### src/rtl/sdf_r2_stage2.sv
// sdf_r2_stage2: second radix-2 SDF DIF stage of the 32-point FFT.
// 8-deep feedback line, W16 twiddle with saturation, drain sequencer.
module sdf_r2_stage2 #(
   parameter int IW    = 14,
   parameter int OW    = 15,
   parameter int WW    = 8,
   parameter int DEPTH = 8
) (
   input  logic          clk,
   input  logic          rst,
   input  logic          valid_i,
   input  logic [IW-1:0] data_in_r,
   input  logic [IW-1:0] data_in_i,
   output logic          valid_o,
   output logic [OW-1:0] data_out_r,
   output logic [OW-1:0] data_out_i,
   output logic          err_o
);

   localparam int CW = $clog2(2 * DEPTH);
   localparam int DW = OW + 1;
   localparam int PW = DW + WW + 1;
   localparam logic signed [PW-1:0] SMAX = PW'((1 << (OW - 1)) - 1);
   localparam logic signed [PW-1:0] SMIN = PW'(-(1 << (OW - 1)));

   typedef enum logic {
      S_RUN   = 1'b0,
      S_DRAIN = 1'b1
   } state_t;

   state_t r_state;
   state_t w_state_nxt;

   logic                 r_va;
   logic        [IW-1:0] r_ar;
   logic        [IW-1:0] r_ai;
   logic        [CW-1:0] r_cnt;
   logic                 r_pend;
   logic                 r_err;
   logic signed [OW-1:0] r_dlr [DEPTH];
   logic signed [OW-1:0] r_dli [DEPTH];

   logic                 w_adv;
   logic                 w_vo;
   logic                 w_pend_nxt;
   logic                 w_err_nxt;
   logic        [CW-1:0] w_cnt_nxt;
   logic signed [OW-1:0] w_dinr;
   logic signed [OW-1:0] w_dini;
   logic signed [OW-1:0] w_outr;
   logic signed [OW-1:0] w_outi;

   logic        [CW-2:0] w_k;
   logic signed [WW-1:0] w_wr;
   logic signed [WW-1:0] w_wi;
   logic signed [OW-1:0] w_ar;
   logic signed [OW-1:0] w_ai;
   logic signed [OW-1:0] w_br;
   logic signed [OW-1:0] w_bi;
   logic signed [OW-1:0] w_sumr;
   logic signed [OW-1:0] w_sumi;
   logic signed [DW-1:0] w_dr;
   logic signed [DW-1:0] w_di;
   logic signed [PW-1:0] w_drx;
   logic signed [PW-1:0] w_dix;
   logic signed [PW-1:0] w_wrx;
   logic signed [PW-1:0] w_wix;
   logic signed [PW-1:0] w_pr;
   logic signed [PW-1:0] w_pi;
   logic signed [PW-1:0] w_shr;
   logic signed [PW-1:0] w_shi;
   logic signed [OW-1:0] w_twr;
   logic signed [OW-1:0] w_twi;

   function automatic logic signed [OW-1:0] f_sat(
      input logic signed [PW-1:0] v
   );
      if (v > SMAX) begin
         f_sat = SMAX[OW-1:0];
      end else if (v < SMIN) begin
         f_sat = SMIN[OW-1:0];
      end else begin
         f_sat = v[OW-1:0];
      end
   endfunction

   assign w_k    = r_cnt[CW-2:0];
   assign w_ar   = {{(OW - IW){r_ar[IW-1]}}, r_ar};
   assign w_ai   = {{(OW - IW){r_ai[IW-1]}}, r_ai};
   assign w_br   = r_dlr[DEPTH-1];
   assign w_bi   = r_dli[DEPTH-1];
   assign w_sumr = w_br + w_ar;
   assign w_sumi = w_bi + w_ai;
   assign w_dr   = {w_br[OW-1], w_br} - {w_ar[OW-1], w_ar};
   assign w_di   = {w_bi[OW-1], w_bi} - {w_ai[OW-1], w_ai};
   assign w_drx  = {{(PW - DW){w_dr[DW-1]}}, w_dr};
   assign w_dix  = {{(PW - DW){w_di[DW-1]}}, w_di};
   assign w_wrx  = {{(PW - WW){w_wr[WW-1]}}, w_wr};
   assign w_wix  = {{(PW - WW){w_wi[WW-1]}}, w_wi};
   assign w_pr   = w_drx * w_wrx - w_dix * w_wix;
   assign w_pi   = w_drx * w_wix + w_dix * w_wrx;
   assign w_shr  = w_pr >>> 6;
   assign w_shi  = w_pi >>> 6;
   assign w_twr  = f_sat(w_shr);
   assign w_twi  = f_sat(w_shi);

   // W16^k in Q1.6
   always_comb begin
      w_wr = 8'sd64;
      w_wi = 8'sd0;
      unique case (w_k)
         3'd0: begin w_wr =  8'sd64; w_wi =  8'sd0;  end
         3'd1: begin w_wr =  8'sd59; w_wi = -8'sd24; end
         3'd2: begin w_wr =  8'sd45; w_wi = -8'sd45; end
         3'd3: begin w_wr =  8'sd24; w_wi = -8'sd59; end
         3'd4: begin w_wr =  8'sd0;  w_wi = -8'sd64; end
         3'd5: begin w_wr = -8'sd24; w_wi = -8'sd59; end
         3'd6: begin w_wr = -8'sd45; w_wi = -8'sd45; end
         3'd7: begin w_wr = -8'sd59; w_wi = -8'sd24; end
      endcase
   end

   always_comb begin
      w_state_nxt = r_state;
      w_adv       = 1'b0;
      w_vo        = 1'b0;
      w_cnt_nxt   = r_cnt;
      w_pend_nxt  = r_pend;
      w_err_nxt   = r_err;
      w_dinr      = '0;
      w_dini      = '0;
      w_outr      = w_br;
      w_outi      = w_bi;
      unique case (r_state)
         S_RUN: begin
            if (r_va) begin
               w_adv     = 1'b1;
               w_cnt_nxt = r_cnt + 1'b1;
               if (r_cnt == '1) begin
                  w_pend_nxt = 1'b1;
               end
               if (!r_cnt[CW-1]) begin
                  w_dinr = w_ar;
                  w_dini = w_ai;
                  w_vo   = r_pend;
               end else begin
                  w_dinr = w_twr;
                  w_dini = w_twi;
                  w_outr = w_sumr;
                  w_outi = w_sumi;
                  w_vo   = 1'b1;
               end
            end else if (r_cnt == '0 && r_pend) begin
               w_state_nxt = S_DRAIN;
            end
         end
         S_DRAIN: begin
            // flush stored differences; incoming samples are dropped
            w_adv     = 1'b1;
            w_vo      = 1'b1;
            w_cnt_nxt = r_cnt + 1'b1;
            if (r_va) begin
               w_err_nxt = 1'b1;
            end
            if (r_cnt == CW'(DEPTH - 1)) begin
               w_state_nxt = S_RUN;
               w_cnt_nxt   = '0;
               w_pend_nxt  = 1'b0;
            end
         end
      endcase
   end

   always_ff @(posedge clk or posedge rst) begin
      if (rst) begin
         r_state <= S_RUN;
      end else begin
         r_state <= w_state_nxt;
      end
   end

   always_ff @(posedge clk or posedge rst) begin
      if (rst) begin
         r_va       <= 1'b0;
         r_ar       <= '0;
         r_ai       <= '0;
         r_cnt      <= '0;
         r_pend     <= 1'b0;
         r_err      <= 1'b0;
         valid_o    <= 1'b0;
         data_out_r <= '0;
         data_out_i <= '0;
         for (int i = 0; i < DEPTH; i++) begin
            r_dlr[i] <= '0;
            r_dli[i] <= '0;
         end
      end else begin
         r_va    <= valid_i;
         r_ar    <= data_in_r;
         r_ai    <= data_in_i;
         r_cnt   <= w_cnt_nxt;
         r_pend  <= w_pend_nxt;
         r_err   <= w_err_nxt;
         valid_o <= w_vo;
         if (w_vo) begin
            data_out_r <= w_outr;
            data_out_i <= w_outi;
         end
         if (w_adv) begin
            r_dlr[0] <= w_dinr;
            r_dli[0] <= w_dini;
            for (int i = 1; i < DEPTH; i++) begin
               r_dlr[i] <= r_dlr[i-1];
               r_dli[i] <= r_dli[i-1];
            end
         end
      end
   end

   assign err_o = r_err;

endmodule

### config.mk
export PLATFORM = sky130hd
export DESIGN_NAME = sdf_r2_stage2
export DESIGN_NICKNAME = d
export VERILOG_FILES = /design/src/rtl/sdf_r2_stage2.sv
export SDC_FILE = /design/constraint.sdc
export NUM_CORES = 2
export LEC_CHECK = 0
export ABC_AREA = 1
export CORE_AREA = 2 2 293 295
export DETAILED_ROUTE_END_ITERATION = 12
export DIE_AREA = 0 0 295 297
export DONT_BUFFER_PORTS = 1
export PLACE_DENSITY = 0.53
export SLEW_MARGIN = 30
export SYNTH_ARGS = -nofsm -noshare
export SYNTH_HDL_FRONTEND = slang
export SYNTH_SLANG_ARGS = --single-unit
### constraint.sdc
create_clock -name clk -period 14.2 [get_ports clk]
set_input_delay 1.42 -clock clk [delete_from_list [all_inputs] [get_ports clk]]
set_output_delay 1.42 -clock clk [all_outputs]
set_load 0.05 [all_outputs]
==> impl_metrics.csv <==
group,metric,value,unit
logic_synthesis,synth.avg_cell_area,8.028,um^2
global_route,antenna_found_initial,2,
routing,post_drt_wl_per_cell,17.44,um
logic_synthesis,yosysUniqueCellTypes,50,
timing,post-route-worst-setup-slack,5.605,ns
clocking,cts_sinks,307,
layout,syn2layout_area_growth,6.419,%
timing,max_slew.worst_pin.slew,0.9813,ns
layout,drive_gt1_share,3.586,%
setup_path,arrival,9.06,ns
die,pin_count,63,
routing,dr_wl_met2,41.20,mm
global_route,grt_pass1_wl,149.0,mm
setup_path,slowest_stage,"clkinv_1",
setup_path,crit_path_start_kind,"register",
logic_synthesis,yosysWarningCount,0,
routing,wl_met3,5.846,mm
global_route,grt_util_all_layers,21.82,%
clocking,cts_tree,"done",
routing,wl,91.97,mm
clocking,insertion_delay,0.60,ns
setup_path,setup.worst_path.class,"register to register",
placement,placed_cells,5223,
die,row_count,107,
placement,portBuffers,0,
timing,tns,0,ns
layout,fin_nets,4855,
timing,hold_viol_final,0,
clocking,cts-htree-levels,1,
setup_path,crit_fanout,14,
clocking,clk_pin_slew,0.07,ns
routing,m1WireLength,43.16,mm
global_route,grt_pass1_vias,25980,
layout,ff_latch_area,7682,um^2
logic_synthesis,syn-cell-area,33510,um^2
flow_run,cap_violations,0,
setup_path,critPathLaunch,"w_bi[0]$_DFFE_PP0P_",
clocking,cts_root_buf,"clkbuf_16",
setup_path,r2r_cells,38,
layout,finalNonFillerCells,5272,
logic_synthesis,synth-edff-count,0,
timing,skew,0.03894,ns
timing,slew_viol_final,0,
timing,post-route-min-period,8.595,ns
logic_synthesis,yosysSeqAreaShare,22.93,%
routing,vias,25410,
routing,route.detailed.drc,0,
logic_synthesis,synthArstFlopShare,100.0,%
layout,final_cell_mix,"nand2_1 (1259), inv_1 (829), fa_1 (505)",
setup_path,crit_end,"r_dlr[111]$_DFFE_PP0P_",
routing,drtPass1Iterations,5,
clocking,cts_buffer_depth,3,
logic_synthesis,yosys_register_bits,307,
timing,setup_viol,0,
setup_path,critPathMostFrequentCell,"nand2_1",
setup_path,r2r-start,"w_bi[0]$_DFFE_PP0P_",
timing,rsz0062_at_grt,"false",
die,die_x,295,um
global_route,grt_overflow,0,
routing,vias_per_cell,4.821,
die,dieArea,87620,um^2
routing,ant_nets,0,
clocking,cts_setup_buffers,0,
logic_synthesis,synthesis.nets,4918,
layout,n_fill_cell,8677,
setup_path,critical_path.max_stage_delay,0.53,ns
clocking,cts_hold_buf,0,
layout,multiInputGateArea,22100,um^2
die,core_area,84480,um^2
setup_path,cp-end-kind,"register",
routing,drtIter0Drc,1709,
hold_path,min_path_type,"register to register",
outcome,status,"complete, no violations",
clocking,tritoncts.num_buffers,30,
placement,gp_congestion,0.9104,
logic_synthesis,synthCells,4174,
setup_path,worstPathRequired,14.66,ns
die,start_util,39.67,%
placement,place_ws,5.688,ns
layout,layout_commonest_cell,"nand2_1",
timing,relSlewSlack,34.58,%
setup_path,reg2reg_to,"r_dlr[111]$_DFFE_PP0P_",
placement,place_hpwl,72.56,mm
setup_path,rrSetupSlack,5.61,ns
clocking,cts_resized,0,
die,die_h,297,um
routing,highest_layer,"met4",
timing,post-route-period-util,60.52,%
logic_synthesis,ys.flop_type,"dfrtp_1",
timing,max_freq,116.4,MHz
layout,postLayoutCoreUtil,42.21,%
global_route,grt_max_degree,106,
## sequential cells by signal, indices dropped and copies added (netlist names)
register	cells
r_ar	14
data_out_i	15
r_cnt	4
w_bi	15
r_state	1
err_o	1
r_va	1
r_ai	14
data_out_r	15
r_dli	105
valid_o	1
w_br	15
r_dlr	105
r_pend	1
## worst min path at each step
| stage | startpoint | endpoint | slack [ns] | cells after the start |
|---|---|---|---|---|
| 2_1_floorplan | r_dli[115]$_DFFE_PP0P_ | r_dli[100]$_DFFE_PP0P_ | 0.44 | 2 |
| 3_3_place_gp | r_dlr[54]$_DFFE_PP0P_ | r_dlr[39]$_DFFE_PP0P_ | 0.45 | 2 |
| 3_5_place_dp | r_dli[43]$_DFFE_PP0P_ | r_dli[28]$_DFFE_PP0P_ | 0.45 | 2 |
| 4_1_cts | r_dlr[74]$_DFFE_PP0P_ | r_dlr[59]$_DFFE_PP0P_ | 0.45 | 2 |
| 5_1_grt | r_dlr[74]$_DFFE_PP0P_ | r_dlr[59]$_DFFE_PP0P_ | 0.48 | 2 |
| 6_report | r_dlr[74]$_DFFE_PP0P_ | r_dlr[59]$_DFFE_PP0P_ | 0.45 | 2 |
## worst max-delay path, delay by kind of cell (launching register included)
kind	cells	cell delay [ns]
simple gates	17	2.28
flops	1	0.39
fa+ha+maj	9	3.85
buf+inv	7	0.88
compound gates	5	1.05
## synth_stat cells (2+ instances only)
| cell | count | area [um^2] |
|---|---|---|
| nand2_1 | 1260 | 4730 |
| buf_1 | 5 | 18.77 |
| o211ai_1 | 8 | 60.06 |
| a21oi_4 | 2 | 32.53 |
| nor2_1 | 366 | 1374 |
| a21boi_0 | 3 | 22.52 |
| nand2_4 | 6 | 67.56 |
| o21ai_0 | 124 | 620.6 |
| ha_1 | 208 | 2603 |
| fa_1 | 505 | 10110 |
| or2_2 | 17 | 106.4 |
| nor3_1 | 17 | 85.08 |
| nand3b_1 | 3 | 22.52 |
| o41ai_1 | 2 | 17.52 |
| inv_1 | 833 | 3127 |
| o21a_1 | 2 | 15.01 |
| a21o_1 | 5 | 37.54 |
| a21oi_1 | 134 | 670.6 |
| nand4_1 | 16 | 100.1 |
| o21bai_1 | 12 | 90.09 |
| clkbuf_1 | 112 | 420.4 |
| nor4_1 | 7 | 43.79 |
| a31oi_1 | 4 | 25.02 |
| xor2_1 | 33 | 289.0 |
| and2_1 | 3 | 18.77 |
| nand3_2 | 5 | 50.05 |
| xnor2_1 | 19 | 166.4 |
| dfrtp_1 | 307 | 7682 |
| inv_2 | 5 | 18.77 |
| o31ai_1 | 3 | 22.52 |
| buf_2 | 9 | 45.04 |
| buf_6 | 5 | 56.30 |
| nand3_1 | 89 | 445.4 |
| nand2_2 | 13 | 81.33 |
| clkinv_1 | 13 | 48.80 |
| a31o_2 | 5 | 43.79 |
## metal layers
layer | vias to the layer above | GRT usage, %
met4 | 0 | 4.203
li1 | 12200 | -
met2 | 575 | 33.67
met3 | 101 | 3.788
met5 | - | 0
met1 | 12540 | 32.29
## cells by family (layout without fill, tap and decap cells)
group           count (synthesis)  after routing  share of synthesized area [%]
compound gates                312            312                          5.175
other cells                     0              1                              0
flops                         307            307                          22.93
fa+ha+maj                     713            713                          37.94
simple gates                 1806           1806                          21.41
buf+inv                       984            937                          11.19
xor+xnor                       52             52                          1.359
## per-stage QoR
step           area [um^2]  hold slack [ns]
6_report             35660           0.4468
5_1_grt              35660           0.4846
4_1_cts              35650           0.4509
3_5_place_dp         34700           0.4497
3_3_place_gp         34700           0.4480
2_1_floorplan        33510           0.4422
## area by class of cell
class	instances	area share [%]
Antenna cell	1	0.007018
Timing Repair Buffer	37	0.8000
Clock buffer	39	2.312
Sequential cell	307	21.54
Tap cell	1144	4.014
Inverter	852	9.011
Multi-Input combinational cell	2883	61.98
Clock inverter	9	0.3368
Power is not shown: default switching activity piles up to over one toggle a cycle in this logic, so the estimate is an artifact.
